$ cat src/rtl/uart_recv_postprocess_pkg.sv
// Shared definitions for the UART receive post-processing block.
//   UART_DATA_W          received byte width
//   DEF_*                default FIFO geometry, IRQ threshold and idle timeout
//   uart_byte_t          one received byte
//   rx_event_e           classification of an incoming RX strobe
package uart_recv_postprocess_pkg;

  localparam int unsigned UART_DATA_W        = 8;
  localparam int unsigned DEF_PTR_WIDTH      = 6;
  localparam int unsigned DEF_FIFO_DEPTH     = 64;
  localparam int unsigned DEF_RX_THRESH      = 8;
  localparam int unsigned DEF_TIMEOUT_CYCLES = 5000;

  typedef logic [UART_DATA_W-1:0] uart_byte_t;

  // What happens to the byte offered by the RX core in the current cycle.
  typedef enum logic [1:0] {
    RxNone,  // no strobe
    RxPush,  // byte written into the FIFO
    RxDrop,  // FIFO full and not draining: byte lost (overrun)
    RxFerr   // bad stop bit: byte discarded
  } rx_event_e;

endpackage

$ cat src/rtl/uart_rx_fifo.sv
// Synchronous fall-through FIFO for received bytes.
//   clk        system clock, posedge
//   rst        synchronous active-high reset (pointers and count cleared)
//   push       write wr_data (ignored when full unless pop is also set)
//   wr_data    byte to write
//   pop        advance the read pointer (ignored when empty)
//   rd_data    byte at the read pointer, combinational
//   full       count == FIFO_DEPTH
//   empty      count == 0
//   count      fill level 0..FIFO_DEPTH
// FIFO_DEPTH must equal 2**PTR_WIDTH so the pointers wrap naturally.
module uart_rx_fifo
  import uart_recv_postprocess_pkg::*;
#(
  parameter int unsigned PTR_WIDTH  = DEF_PTR_WIDTH,
  parameter int unsigned FIFO_DEPTH = DEF_FIFO_DEPTH
) (
  input  logic               clk,
  input  logic               rst,
  input  logic               push,
  input  uart_byte_t         wr_data,
  input  logic               pop,
  output uart_byte_t         rd_data,
  output logic               full,
  output logic               empty,
  output logic [PTR_WIDTH:0] count
);

  localparam logic [PTR_WIDTH:0] DepthCnt = (PTR_WIDTH + 1)'(FIFO_DEPTH);
  localparam logic [PTR_WIDTH:0] OneCnt   = (PTR_WIDTH + 1)'(1);

  uart_byte_t mem [FIFO_DEPTH];

  logic [PTR_WIDTH-1:0] wptr_q, wptr_d;
  logic [PTR_WIDTH-1:0] rptr_q, rptr_d;
  logic [PTR_WIDTH:0]   count_q, count_d;
  logic                 wr_en, rd_en;

  assign full    = (count_q == DepthCnt);
  assign empty   = (count_q == '0);
  assign count   = count_q;
  assign rd_data = mem[rptr_q];

  // A push into a full FIFO is legal only while the head is leaving.
  assign wr_en = push & (~full | pop);
  assign rd_en = pop & ~empty;

  always_comb begin
    wptr_d  = wptr_q;
    rptr_d  = rptr_q;
    count_d = count_q;
    if (wr_en) wptr_d = wptr_q + 1'b1;
    if (rd_en) rptr_d = rptr_q + 1'b1;
    unique case ({wr_en, rd_en})
      2'b10:   count_d = count_q + OneCnt;
      2'b01:   count_d = count_q - OneCnt;
      default: count_d = count_q;
    endcase
  end

  always_ff @(posedge clk) begin
    if (rst) begin
      wptr_q  <= '0;
      rptr_q  <= '0;
      count_q <= '0;
    end else begin
      wptr_q  <= wptr_d;
      rptr_q  <= rptr_d;
      count_q <= count_d;
    end
  end

  // Storage needs no reset; only entries behind the write pointer are ever read.
  always_ff @(posedge clk) begin
    if (!rst && wr_en) begin
      mem[wptr_q] <= wr_data;
    end
  end

endmodule

$ cat src/rtl/uart_recv_postprocess.sv
// Receive-side buffer between the UART RX core and the APB register block.
// Byte strobes from the RX core are queued in a fall-through FIFO whose head
// is presented to APB reads. Overrun and frame errors raise sticky flags and
// irq_rx is a registered level interrupt at a fill threshold.
//   sys_clk, sys_rst          clock and synchronous active-high reset
//   rx_valid/rx_data          one-cycle byte strobe from the RX core
//   rx_frame_err              qualifies rx_valid: stop bit was bad
//   apb_ren                   pop the head byte
//   apb_rdata/apb_rvalid      head byte (0 when empty) / FIFO not empty
//   apb_clr_err               clear rx_overrun and rx_ferr
//   rx_count                  fill level 0..FIFO_DEPTH
//   rx_overrun/rx_ferr        sticky error flags
//   irq_rx                    count >= RX_THRESH (or idle timeout)
// Optional: define UART_RX_TIMEOUT_EN to add an idle timeout that also raises
// irq_rx when a short tail sits below the threshold for TIMEOUT_CYCLES.
module uart_recv_postprocess
  import uart_recv_postprocess_pkg::*;
#(
  parameter int unsigned PTR_WIDTH      = DEF_PTR_WIDTH,
  parameter int unsigned FIFO_DEPTH     = DEF_FIFO_DEPTH,
  parameter int unsigned RX_THRESH      = DEF_RX_THRESH,
  parameter int unsigned TIMEOUT_CYCLES = DEF_TIMEOUT_CYCLES
) (
  input  logic                 sys_clk,
  input  logic                 sys_rst,
  input  logic                 rx_valid,
  input  logic [7:0]           rx_data,
  input  logic                 rx_frame_err,
  input  logic                 apb_ren,
  output logic [7:0]           apb_rdata,
  output logic                 apb_rvalid,
  input  logic                 apb_clr_err,
  output logic [PTR_WIDTH:0]   rx_count,
  output logic                 rx_overrun,
  output logic                 rx_ferr,
  output logic                 irq_rx
);

  localparam logic [PTR_WIDTH:0] ThreshCnt = (PTR_WIDTH + 1)'(RX_THRESH);
  localparam logic [PTR_WIDTH:0] OneCnt    = (PTR_WIDTH + 1)'(1);

  rx_event_e          rx_event;
  logic               push, pop;
  logic               full, empty;
  logic [PTR_WIDTH:0] count, count_next;
  uart_byte_t         head;

  logic overrun_q, overrun_d;
  logic ferr_q, ferr_d;
  logic irq_q, irq_d;
  logic timeout_next;

  uart_rx_fifo #(
    .PTR_WIDTH  (PTR_WIDTH),
    .FIFO_DEPTH (FIFO_DEPTH)
  ) u_fifo (
    .clk     (sys_clk),
    .rst     (sys_rst),
    .push    (push),
    .wr_data (rx_data),
    .pop     (pop),
    .rd_data (head),
    .full    (full),
    .empty   (empty),
    .count   (count)
  );

  // Classify the incoming strobe. A pop frees a slot in the same cycle, so a
  // full FIFO that is also being read still accepts the new byte.
  always_comb begin
    pop      = apb_ren & ~empty;
    rx_event = RxNone;
    if (rx_valid) begin
      if (rx_frame_err)     rx_event = RxFerr;
      else if (full & ~pop) rx_event = RxDrop;
      else                  rx_event = RxPush;
    end
    push = (rx_event == RxPush);
  end

  always_comb begin
    unique case ({push, pop})
      2'b10:   count_next = count + OneCnt;
      2'b01:   count_next = count - OneCnt;
      default: count_next = count;
    endcase
  end

  // Sticky flags: a new error wins over a clear in the same cycle.
  always_comb begin
    overrun_d = overrun_q;
    ferr_d    = ferr_q;
    if (apb_clr_err) begin
      overrun_d = 1'b0;
      ferr_d    = 1'b0;
    end
    if (rx_event == RxDrop) overrun_d = 1'b1;
    if (rx_event == RxFerr) ferr_d    = 1'b1;
  end

`ifdef UART_RX_TIMEOUT_EN
  localparam int unsigned IdleW = $clog2(TIMEOUT_CYCLES + 1);
  localparam logic [IdleW-1:0] IdleMax = IdleW'(TIMEOUT_CYCLES);

  logic [IdleW-1:0] idle_q, idle_d;
  logic             timeout_q, timeout_d;

  // Counts quiet cycles while data is waiting; any FIFO traffic restarts it.
  always_comb begin
    idle_d    = idle_q;
    timeout_d = timeout_q;
    if (push | pop) begin
      idle_d    = '0;
      timeout_d = 1'b0;
    end else if (empty) begin
      idle_d    = '0;
    end else begin
      if (idle_q != IdleMax) idle_d = idle_q + 1'b1;
      if (idle_d == IdleMax) timeout_d = 1'b1;
    end
  end

  always_ff @(posedge sys_clk) begin
    if (sys_rst) begin
      idle_q    <= '0;
      timeout_q <= 1'b0;
    end else begin
      idle_q    <= idle_d;
      timeout_q <= timeout_d;
    end
  end

  assign timeout_next = timeout_d;
`else
  logic unused_timeout_cfg;
  assign unused_timeout_cfg = ^TIMEOUT_CYCLES;
  assign timeout_next       = 1'b0;
`endif

  // Registered against next-cycle state so irq_rx tracks rx_count edge for edge.
  assign irq_d = (count_next >= ThreshCnt) | timeout_next;

  always_ff @(posedge sys_clk) begin
    if (sys_rst) begin
      overrun_q <= 1'b0;
      ferr_q    <= 1'b0;
      irq_q     <= 1'b0;
    end else begin
      overrun_q <= overrun_d;
      ferr_q    <= ferr_d;
      irq_q     <= irq_d;
    end
  end

  assign apb_rvalid = ~empty;
  assign apb_rdata  = empty ? 8'h00 : head;
  assign rx_count   = count;
  assign rx_overrun = overrun_q;
  assign rx_ferr    = ferr_q;
  assign irq_rx     = irq_q;

endmodule

$ cat config.mk
export PLATFORM = sky130hd
export DESIGN_NAME = uart_recv_postprocess
export DESIGN_NICKNAME = d
export VERILOG_FILES = /design/src/rtl/uart_recv_postprocess_pkg.sv /design/src/rtl/uart_rx_fifo.sv /design/src/rtl/uart_recv_postprocess.sv
export SDC_FILE = /design/constraint.sdc
export NUM_CORES = 1
export LEC_CHECK = 0
export ABC_AREA = 1
export CAP_MARGIN = 0
export CORE_ASPECT_RATIO = 0.75
export CORE_MARGIN = 2
export CORE_UTILIZATION = 50
export CTS_CLUSTER_DIAMETER = 150
export CTS_CLUSTER_SIZE = 40
export DETAILED_ROUTE_END_ITERATION = 6
export HOLD_SLACK_MARGIN = 0.1
export PLACE_DENSITY = 0.69
export RECOVER_POWER = 25
export SKIP_LAST_GASP = 1
export SLEW_MARGIN = 20
export SYNTH_ARGS = -nofsm -noshare
export SYNTH_HDL_FRONTEND = slang
export SYNTH_SLANG_ARGS = --single-unit
$ cat constraint.sdc
create_clock -name sys_clk -period 2.5 [get_ports sys_clk]
set_clock_uncertainty 0.2 [all_clocks]
set_input_delay 0.5 -clock sys_clk [delete_from_list [all_inputs] [get_ports sys_clk]]
set_output_delay 0.5 -clock sys_clk [all_outputs]
set_load 0.01 [all_outputs]
==> results of run 1 <==
## through the flow
step                total power, W  hold WS [ns]
global placement           0.01753        0.2505
floorplan                  0.01469        0.2589
CTS                        0.02265        0.2243
detailed placement         0.01767        0.2587
global route               0.02507        0.2921
finish                     0.02409        0.2764
## worst register-to-register path: cells and delay by family (launching register included)
kind | cells | cell delay [ns]
buf+inv | 5 | 0.71
flops | 1 | 0.35
simple gates | 4 | 0.70
compound gates | 1 | 0.10
fa+ha+maj | 1 | 0.16
## power groups by stage
| stage | clock network, W | logic, W | registers, W |
|---|---|---|---|
| floorplan | 0 | 0.00439 | 0.0103 |
| global placement | 0 | 0.00726 | 0.0103 |
| detailed placement | 0 | 0.00739 | 0.0103 |
| CTS | 0.00398 | 0.00860 | 0.0101 |
| global route | 0.00427 | 0.0107 | 0.0101 |
| finish | 0.00396 | 0.0100 | 0.0101 |
## layout by cell type, fill, tap and decap left out, types with 3 or more instances in the layout
| cell | count |
|---|---|
| buf_16 | 11 |
| nand3_1 | 310 |
| nor2_2 | 29 |
| clkbuf_2 | 6 |
| nand2_1 | 578 |
| a21oi_2 | 5 |
| buf_8 | 6 |
| buf_2 | 14 |
| buf_6 | 60 |
| nand3_4 | 15 |
| inv_1 | 35 |
| clkbuf_1 | 11 |
| a21oi_4 | 3 |
| dfxtp_2 | 3 |
| nor3_1 | 6 |
| nand3_2 | 121 |
| ha_1 | 6 |
| clkinv_16 | 3 |
| nor2_4 | 14 |
| nand4_1 | 9 |
| buf_4 | 131 |
| nor2_1 | 35 |
| edfxtp_1 | 512 |
| nand2_2 | 88 |
| dfxtp_1 | 23 |
| clkdlybuf4s50_1 | 15 |
| xor2_1 | 7 |
| nand2_4 | 4 |
| inv_2 | 4 |
| clkbuf_16 | 27 |
| buf_12 | 28 |
| o21ai_0 | 18 |
| o211ai_1 | 4 |
| a21oi_1 | 14 |
## registers in the layout, indices dropped and copies added, names as in the netlist, named ones only
register and count:
u_fifo.wptr_q 6, u_fifo.count 7, u_fifo.rptr_q 6, rx_overrun 1, irq_rx 1, rx_ferr 1
u_fifo.mem 512
## how the worst max path moves through the flow
stage	startpoint	end	slack [ns]	cells past startpoint
global placement	register	apb_rdata[1]	-0.59	11
global route	register	apb_rdata[0]	-0.81	13
detailed placement	register	apb_rdata[4]	-0.61	12
CTS	register	apb_rdata[3]	-0.71	13
floorplan	u_fifo.count[0]	u_fifo.mem[0][0]	0.15	7
finish	register	apb_rdata[2]	-0.70	13
## layout make-up
class / count / area, um^2 / share of cell area [%]
repair inverters: 2 / 60.06 / 0.2185
flip-flops and latches: 540 / 15950 / 58.01
clock inverters: 2 / 28.78 / 0.1047
inverters: 42 / 188.9 / 0.6873
well taps: 586 / 733.2 / 2.667
repair buffers: 283 / 3178 / 11.56
multi-input cells: 1276 / 6888 / 25.06
clock buffers: 28 / 466.7 / 1.698
## what timing repair did
action                     4_1_cts  5_1_grt
setup endpoints to repair        9      411
gates cloned                    13       12
hold buffers                     0        0
pin swaps                       22      108
resized for setup              117      344
buffers inserted                19        4
## layer usage
layer	part of all wire, %	vias to the layer above
met3	10	96
met4	2.6	0
met2	45	885
met5	0	-
met1	42	7846
li1	-	7244
## cells by family (layout without fill, tap and decap cells)
kind of cell | count (synthesis) | after routing | synth area share, %
DFF | 540 | 540 | 70.80
buffers and inverters | 155 | 357 | 4.247
AOI/OAI and AO/OA | 49 | 49 | 1.240
adders and majority gates | 7 | 7 | 0.3891
xor gates and xnor gates | 7 | 7 | 0.2724
and+or+nand+nor | 1213 | 1213 | 23.05
==> results.py, run 1 <==
metrics = {
    "sta": {
        "rsz0062_at_grt": "true",
        "hold_violations": 0,
        "setup_tns_ns": -5.458,
        "timing.fmax_mhz": 312.7,
        "max_slew_margin_pct": -10.54,
        "worst_slack_ns": -0.6984,
        "min_period_ns": 3.198,
        "post-route-period-util_pct": 127.9,
        "drv_slew": 390,
        "setup_violations": 8,
        "worst_pin_slew_ns": 1.658,
    },
    "pwr": {
        "swShare_pct": 35.97,
        "seq_power_share_pct": 41.9,
        "power.share.clock_pct": 16.4,
        "p_int_w": 0.01543,
        "combinationalPowerShare_pct": 41.7,
        "p_leak_nw": 10.05,
        "p_per_area_mw_per_mm2": 876.3,
        "switchingPower_w": 0.008664,
        "peakVddDrop_mv": 0.6328,
    },
    "floorplanning": {
        "coreArea_mm2": 0.04451,
        "row_count": 67,
        "die_w_um": 249.0,
        "die_h_um": 187.7,
        "die_area_mm2": 0.04674,
        "ioPinCount": 33,
        "initial_utilization_pct": 50.56,
    },
    "global_routing": {
        "grt_use_met2_pct": 37.84,
        "grt_pass1_vias": 15180,
        "antenna_found_initial": 0,
        "gr-usage-met3_pct": 4.220,
        "grt_pass1_wl_mm": 89.75,
        "grt.total_usage_pct": 24.93,
        "busiest_layer": "met2",
        "grt_max_degree": 65,
        "grt_overflow": 0,
        "use_met1_pct": 37.31,
    },
    "detailed_routing": {
        "route.vias.total": 16070,
        "wl_per_cell_um": 22.13,
        "viasPerCell": 5.825,
        "drtPass1Iterations": 7,
        "wl_mm": 61.06,
        "drt_iter0_markers": 2014,
        "drc": 9,
        "antenna_left": 0,
    },
    "logic_synthesis": {
        "ys.warnings.count": 0,
        "synth-seq-cells": 540,
        "synth_area_per_cell_um2": 11.42,
        "yosys-top-cells-count": "nand2_1 (668), edfxtp_1 (512), nand3_1 (445)",
        "synthArstFlopShare_pct": 0,
        "ys_seq_area_share_pct": 70.80,
        "synth_enable_flop_cells": 512,
        "syn_nets": 1992,
        "synthCells": 1971,
        "synth_top_cell_area_share_pct": 68.31,
        "synth_most_common_cell": "nand2_1",
        "yosysUniqueCellTypes": 36,
        "mappedNetlistArea_mm2": 0.02251,
        "synthFlopType": "edfxtp_1",
        "yosysTopAreaCell": "edfxtp_1",
        "synth_top_cells_by_area": "edfxtp_1 (68%), nand2_1 (11%), nand3_1 (9.9%)",
    },
    "place": {
        "postPlaceCellArea_mm2": 0.02469,
        "port_buffers": 32,
        "hpwl_mm": 35.25,
        "gp_congestion": 0.9286,
        "post-place-ws_ns": -0.6102,
        "dp.cells": 2686,
    },
    "hold_path": {
        "worstHoldPathType": "reg2reg",
        "hold_path_depth": 2,
        "min_to": "rx_overrun",
        "min_from": "rx_overrun",
    },
    "cells_and_area": {
        "finalNetCount": 2183,
        "n_antenna_cell": 0,
        "syn_to_final_growth_pct": 22.14,
        "stdcell_count": 2759,
        "drive_gt1_share_pct": 26.92,
        "fin_area_mm2": 0.02749,
        "final_core_util_pct": 61.76,
        "fillers": 3310,
    },
    "critical_path": {
        "r2r_slack_ns": 0.01,
        "critPathMaxStageDelay_ns": 0.41,
        "reg2reg_depth": 11,
        "cp.buffers_inverters": 5,
        "path_delay_family": "buffers and inverters",
        "critPathKind": "reg2out",
        "end_kind": "output pin",
        "cp.arrival_ns": 2.50,
        "cp_data_required_time_ns": 1.80,
        "rr_endpoint": "u_fifo.mem[53][6]",
        "r2r-start": "u_fifo.count[0]",
        "start_kind": "register",
        "crit_chain": "buf_12 -> clkinv_16 -> buf_16 -> clkbuf_16 -> nand2_2 -> nand3_2 -> nand3_2 -> nand2_2 -> nand2_2 -> nand3_4 -> nand3_2 -> a21oi_2 -> buf_2",
        "crit_fanout": 8,
        "cp_slowest_cell": "dfxtp_4",
    },
    "outcome": {
        "violations": "DRC, capacitance limit, slew limit, setup timing",
        "status": "complete, but fails checks",
    },
    "run": {
        "cap_violations": 6,
    },
    "cts": {
        "h-tree-depth": 1,
        "clock_path_buffers": 3,
        "ctsRootBufferMaster": "clkbuf_16",
        "clock_sinks": 540,
        "clk_latency_ns": 0.58,
        "cts_buffers": 17,
        "cts_tree": "yes",
        "cts.clk_slew.worst_paths_ns": 0.14,
    },
}
Power figures use the tool's default switching activity.
==> inputs of run 2 (changes only) <==
--- a/config.mk
+++ b/config.mk
@@ -11,10 +11,9 @@
 export CORE_MARGIN = 2
 export CORE_UTILIZATION = 50
 export CTS_CLUSTER_DIAMETER = 150
-export CTS_CLUSTER_SIZE = 40
 export DETAILED_ROUTE_END_ITERATION = 6
 export HOLD_SLACK_MARGIN = 0.1
-export PLACE_DENSITY = 0.69
+export PLACE_DENSITY = 0.66
 export RECOVER_POWER = 25
 export SKIP_LAST_GASP = 1
 export SLEW_MARGIN = 20
==> results.py, run 2 (synthesis gave the netlist of run 1 again) <==
metrics = {
    "outcome": {
        "status": "complete, but fails checks",
        "violations": "capacitance limit, slew limit, setup timing",
    },
    "place": {
        "hpwl_mm": 35.02,
        "dp.cells": 2681,
        "port_buffers": 32,
        "post-place-ws_ns": -0.7058,
        "postPlaceCellArea_mm2": 0.02468,
        "gp_congestion": 0.8939,
    },
    "sta": {
        "max_slew_margin_pct": -14.78,
        "drv_slew": 325,
        "worst_pin_slew_ns": 1.722,
        "setup_violations": 8,
        "rsz0062_at_grt": "true",
        "worst_slack_ns": -0.7497,
        "timing.fmax_mhz": 307.7,
        "setup_tns_ns": -5.762,
        "hold_violations": 0,
        "post-route-period-util_pct": 130.0,
        "min_period_ns": 3.250,
    },
    "detailed_routing": {
        "wl_mm": 60.13,
        "wl_per_cell_um": 21.36,
        "drc": 0,
        "route.vias.total": 15990,
        "drt_iter0_markers": 2011,
        "drtPass1Iterations": 6,
        "viasPerCell": 5.681,
        "antenna_left": 0,
    },
    "critical_path": {
        "cp.arrival_ns": 2.55,
        "reg2reg_depth": 10,
        "start_kind": "register",
        "cp_data_required_time_ns": 1.80,
        "crit_fanout": 7,
        "end_kind": "output pin",
        "critPathKind": "reg2out",
    },
    "hold_path": {
        "worstHoldPathType": "reg2reg",
        "hold_path_depth": 2,
    },
    "cells_and_area": {
        "n_antenna_cell": 0,
        "final_cell_mix": "nand2_1 (642), edfxtp_1 (512), nand3_1 (382), buf_4 (173), nor2_1 (75)",
        "largest_register_ffs": 512,
        "finalNetCount": 2208,
        "final_common_cell": "nand2_1",
        "syn_to_final_growth_pct": 22.62,
        "fin_area_mm2": 0.02760,
        "drive_gt1_share_pct": 20.23,
        "final_core_util_pct": 62.00,
        "stdcell_count": 2815,
        "top_register": "u_fifo.mem",
    },
    "floorplanning": {
        "row_count": 67,
        "ioPinCount": 33,
        "die_w_um": 249.0,
        "die_h_um": 187.7,
        "coreArea_mm2": 0.04451,
        "initial_utilization_pct": 50.56,
        "die_area_mm2": 0.04674,
    },
    "run": {
        "cap_violations": 5,
    },
    "global_routing": {
        "grt_pass1_wl_mm": 92.49,
        "antenna_found_initial": 0,
        "grt.total_usage_pct": 25.88,
        "grt_max_degree": 65,
        "grt_pass1_vias": 15440,
        "grt_overflow": 0,
    },
    "cts": {
        "clock_path_buffers": 3,
        "cts.clk_slew.worst_paths_ns": 0.06,
        "ctsHoldBuffers": 0,
        "clock_sinks": 540,
        "cts_tree": "yes",
        "h-tree-depth": 2,
        "ctsRootBufferMaster": "clkbuf_16",
        "clk_latency_ns": 0.59,
        "cts_buffers": 52,
    },
    "pwr": {
        "p_leak_nw": 10.31,
        "p_per_area_mw_per_mm2": 987.8,
        "peakVddDrop_mv": 0.6793,
    },
}
## run 2: routing by layer
layer / track usage (%) / up-vias / part of all wire, %
li1: - / 7330 / -
met1: 38.64 / 7769 / 43
met2: 39.08 / 790 / 44
met3: 4.845 / 104 / 9.6
met4: 7.133 / 0 / 2.4
met5: 0 / - / 0
## run 2: what timing repair did
item                                    4_1_cts  5_1_grt
pin swaps                                    41       25
gates cloned                                 13        0
gates resized for setup                     165       39
buffers inserted                             26        2
endpoints found under the setup margin        9       23
## run 2: power by group
group | internal (W) | total, W | switching, W
Sequential | 0.0100 | 0.0101 | 0.0000904
Combinational | 0.00380 | 0.00925 | 0.00544
Clock | 0.00455 | 0.00791 | 0.00336
## run 2: final timing paths
check                                     start                to  slack, ns
worst min-delay path                 rx_overrun        rx_overrun       0.27
worst min register to register       rx_overrun        rx_overrun       0.27
worst max-delay path                   register      apb_rdata[0]      -0.75
worst max register to register  u_fifo.count[0]  u_fifo.mem[8][0]       0.08
## run 2: area by class of cell
type                       count  area (um^2)
fill                        3371        16920
sequential                   540        15950
multi-input combinational   1276         6136
timing repair buffer         274         2882
clock buffer                  64         1389
tap                          586        733.2
clock inverter                32        304.0
inverter                      42        178.9
timing repair inverter         1        30.03
## run 2: per-stage QoR
stage,power (W),hold WS [ns]
6_report,0.02726,0.2726
3_5_place_dp,0.01768,0.2604
5_1_grt,0.02843,0.3088
3_3_place_gp,0.01757,0.2515
2_1_floorplan,0.01469,0.2589
4_1_cts,0.02698,0.1614
## run 2: worst max-delay path, stage by stage (launching register included)
cell and delay [ns]:
dfxtp_4 0.37, buf_12 0.15, buf_12 0.14, clkinv_16 0.07, buf_16 0.13, buf_12 0.13, nand2_1 0.06, nand3_2 0.08
nand3_4 0.10, nand2_2 0.10, nand2_2 0.07, nand3_2 0.07, nand3_2 0.10, a21oi_4 0.26, buf_6 0.14
==> inputs of run 3 (changes only) <==
--- a/config.mk
+++ b/config.mk
@@ -13,7 +13,7 @@
 export CTS_CLUSTER_DIAMETER = 150
 export DETAILED_ROUTE_END_ITERATION = 6
 export HOLD_SLACK_MARGIN = 0.1
-export PLACE_DENSITY = 0.66
+export PLACE_DENSITY = 0.7
 export RECOVER_POWER = 25
 export SKIP_LAST_GASP = 1
 export SLEW_MARGIN = 20
==> results.py, run 3 (synthesis gave the netlist of run 1 again) <==
metrics = {
    "pwr": {
        "peakVddDrop_mv": 0.7774,
        "combinationalPowerShare_pct": 34.3,
        "finalPower_w": 0.02758,
        "p_leak_nw": 10.36,
        "switchingPower_w": 0.009049,
        "p_per_area_mw_per_mm2": 991.9,
        "seq_power_share_pct": 36.7,
        "swShare_pct": 32.81,
        "p_int_w": 0.01853,
        "power.share.clock_pct": 29.0,
    },
    "sta": {
        "worst_hold_slack_ns": 0.2284,
        "timing.fmax_mhz": 307.3,
        "drv_slew": 260,
        "setup_violations": 8,
        "worst_slack_ns": -0.7538,
        "rsz0062_at_grt": "true",
        "max_slew_margin_pct": -16.01,
        "hold_violations": 0,
        "post-route-period-util_pct": 130.2,
        "min_period_ns": 3.254,
        "worst_pin_slew_ns": 1.740,
    },
    "floorplanning": {
        "initial_utilization_pct": 50.56,
        "die_w_um": 249.0,
        "coreArea_mm2": 0.04451,
        "die_area_mm2": 0.04674,
        "row_count": 67,
        "ioPinCount": 33,
        "die_h_um": 187.7,
    },
    "critical_path": {
        "r2r-start": "u_fifo.count[0]",
        "crit_fanout": 8,
        "rr_endpoint": "u_fifo.mem[32][3]",
        "r2r_slack_ns": 0.10,
        "start_kind": "register",
        "reg2reg_depth": 10,
        "cp.arrival_ns": 2.55,
        "cp_data_required_time_ns": 1.80,
        "critPathKind": "reg2out",
        "end_kind": "output pin",
    },
    "global_routing": {
        "grt_max_degree": 65,
        "grt_overflow": 0,
        "grt_pass1_vias": 15860,
        "grt.total_usage_pct": 26.77,
        "antenna_found_initial": 0,
        "grt_pass1_wl_mm": 95.64,
    },
    "detailed_routing": {
        "antenna_left": 0,
        "wl_mm": 63.07,
        "viasPerCell": 5.837,
        "drtPass1Iterations": 5,
        "wl_per_cell_um": 22.48,
        "route.vias.total": 16380,
        "drc": 0,
        "drt_iter0_markers": 2034,
    },
    "hold_path": {
        "min_from": "rx_data[3]",
        "hold_path_depth": 1,
        "worstHoldPathType": "in2reg",
        "min_to": "u_fifo.mem[11][3]",
    },
    "cells_and_area": {
        "n_antenna_cell": 0,
        "fin_area_mm2": 0.02781,
        "largest_register_ffs": 512,
        "syn_to_final_growth_pct": 23.55,
        "finalNetCount": 2200,
        "seq_area_mm2": 0.01594,
        "drive_gt1_share_pct": 22.39,
        "fillers": 3253,
        "multi_input_area_mm2": 0.006334,
        "final_cell_mix": "nand2_1 (618), edfxtp_1 (512), nand3_1 (351), buf_4 (158), nand3_2 (91)",
        "final_common_cell": "nand2_1",
        "top_register": "u_fifo.mem",
    },
    "cts": {
        "clock_sinks": 540,
        "clk_latency_ns": 0.59,
        "clock_path_buffers": 3,
        "h-tree-depth": 2,
        "cts_buffers": 51,
        "cts_tree": "yes",
        "ctsRootBufferMaster": "clkbuf_16",
        "cts.clk_slew.worst_paths_ns": 0.06,
    },
    "place": {
        "port_buffers": 32,
        "postPlaceCellArea_mm2": 0.02455,
        "hpwl_mm": 36.02,
        "gp_congestion": 0.9521,
    },
    "outcome": {
        "violations": "capacitance limit, slew limit, setup timing",
        "status": "complete, but fails checks",
    },
    "run": {
        "cap_violations": 4,
    },
}
==> run 3: changes by cell type in the layout (fill, tap and decap cells not counted), moves of 9 or more <==
| cell | delta |
|---|---|
| buf_4 | -15 |
| buf_6 | +9 |
| nand2_1 | -24 |
| nand2_2 | +22 |
| nand3_1 | -31 |
| nand3_2 | +33 |
==> run 3: cell type report <==
cell class                 instances  share of cell area [%]
sequential                       540                   57.34
clock buffer                      70                   5.035
inverter                          42                  0.6299
timing repair buffer             268                   10.44
multi-input combinational       1276                   22.78
clock inverter                    24                   1.143
tap                              586                   2.637
==> run 3: what timing repair did <==
action	CTS	global route
resized for setup	240	29
setup endpoints to repair	9	9
hold buffers	0	0
pin swaps	119	30
buffers inserted	22	1
gates cloned	19	1
==> run 3: metrics by stage <==
step | std cells | utilization (%) | worst slack [ns] | TNS, ns
2_1_floorplan | 1971 | - | 0.1474 | 0
3_3_place_gp | 2674 | 55.16 | -0.6900 | -88.41
3_5_place_dp | 2674 | 55.16 | -0.7034 | -105.77
4_1_cts | 2806 | 62.45 | -0.6835 | -5.359
5_1_grt | 2806 | 62.47 | -0.8206 | -6.344
6_report | 2806 | 62.47 | -0.7538 | -5.781
==> run 3: critical path, stage by stage, from the launching register on <==
cell	delay, ns
dfxtp_4	0.49
buf_12	0.16
buf_12	0.14
buf_16	0.15
buf_8	0.11
nand2_2	0.05
nand3_2	0.06
nand3_2	0.07
nand2_2	0.12
nand2_2	0.06
nand3_2	0.10
nand3_2	0.12
a21oi_2	0.19
buf_2	0.16
==> run 3: worst max path at each step <==
stage,cells after the start,end,from
after floorplan,7,u_fifo.mem[0][0],u_fifo.count[0]
after global placement,12,apb_rdata[1],register
after detailed placement,12,apb_rdata[1],register
after CTS,13,apb_rdata[0],register
after global routing,12,apb_rdata[1],register
final,13,apb_rdata[5],register
==> run 3: metal layers <==
metal | vias to the layer above | GRT usage [%] | wire length (um)
met3 | 162 | 4.803 | 6472
li1 | 7314 | - | -
met1 | 7942 | 39.38 | 26330
met5 | - | 0 | 0
met4 | 0 | 7.669 | 1882
met2 | 960 | 41.10 | 28380
==> run 3: power groups by stage <==
stage | combinational, W | clock [W] | sequential (W)
after floorplan | 0.00439 | 0 | 0.0103
after global placement | 0.00712 | 0 | 0.0103
after detailed placement | 0.00727 | 0 | 0.0103
after CTS | 0.00922 | 0.00805 | 0.0101
after global routing | 0.0101 | 0.00841 | 0.0101
final | 0.00947 | 0.00800 | 0.0101
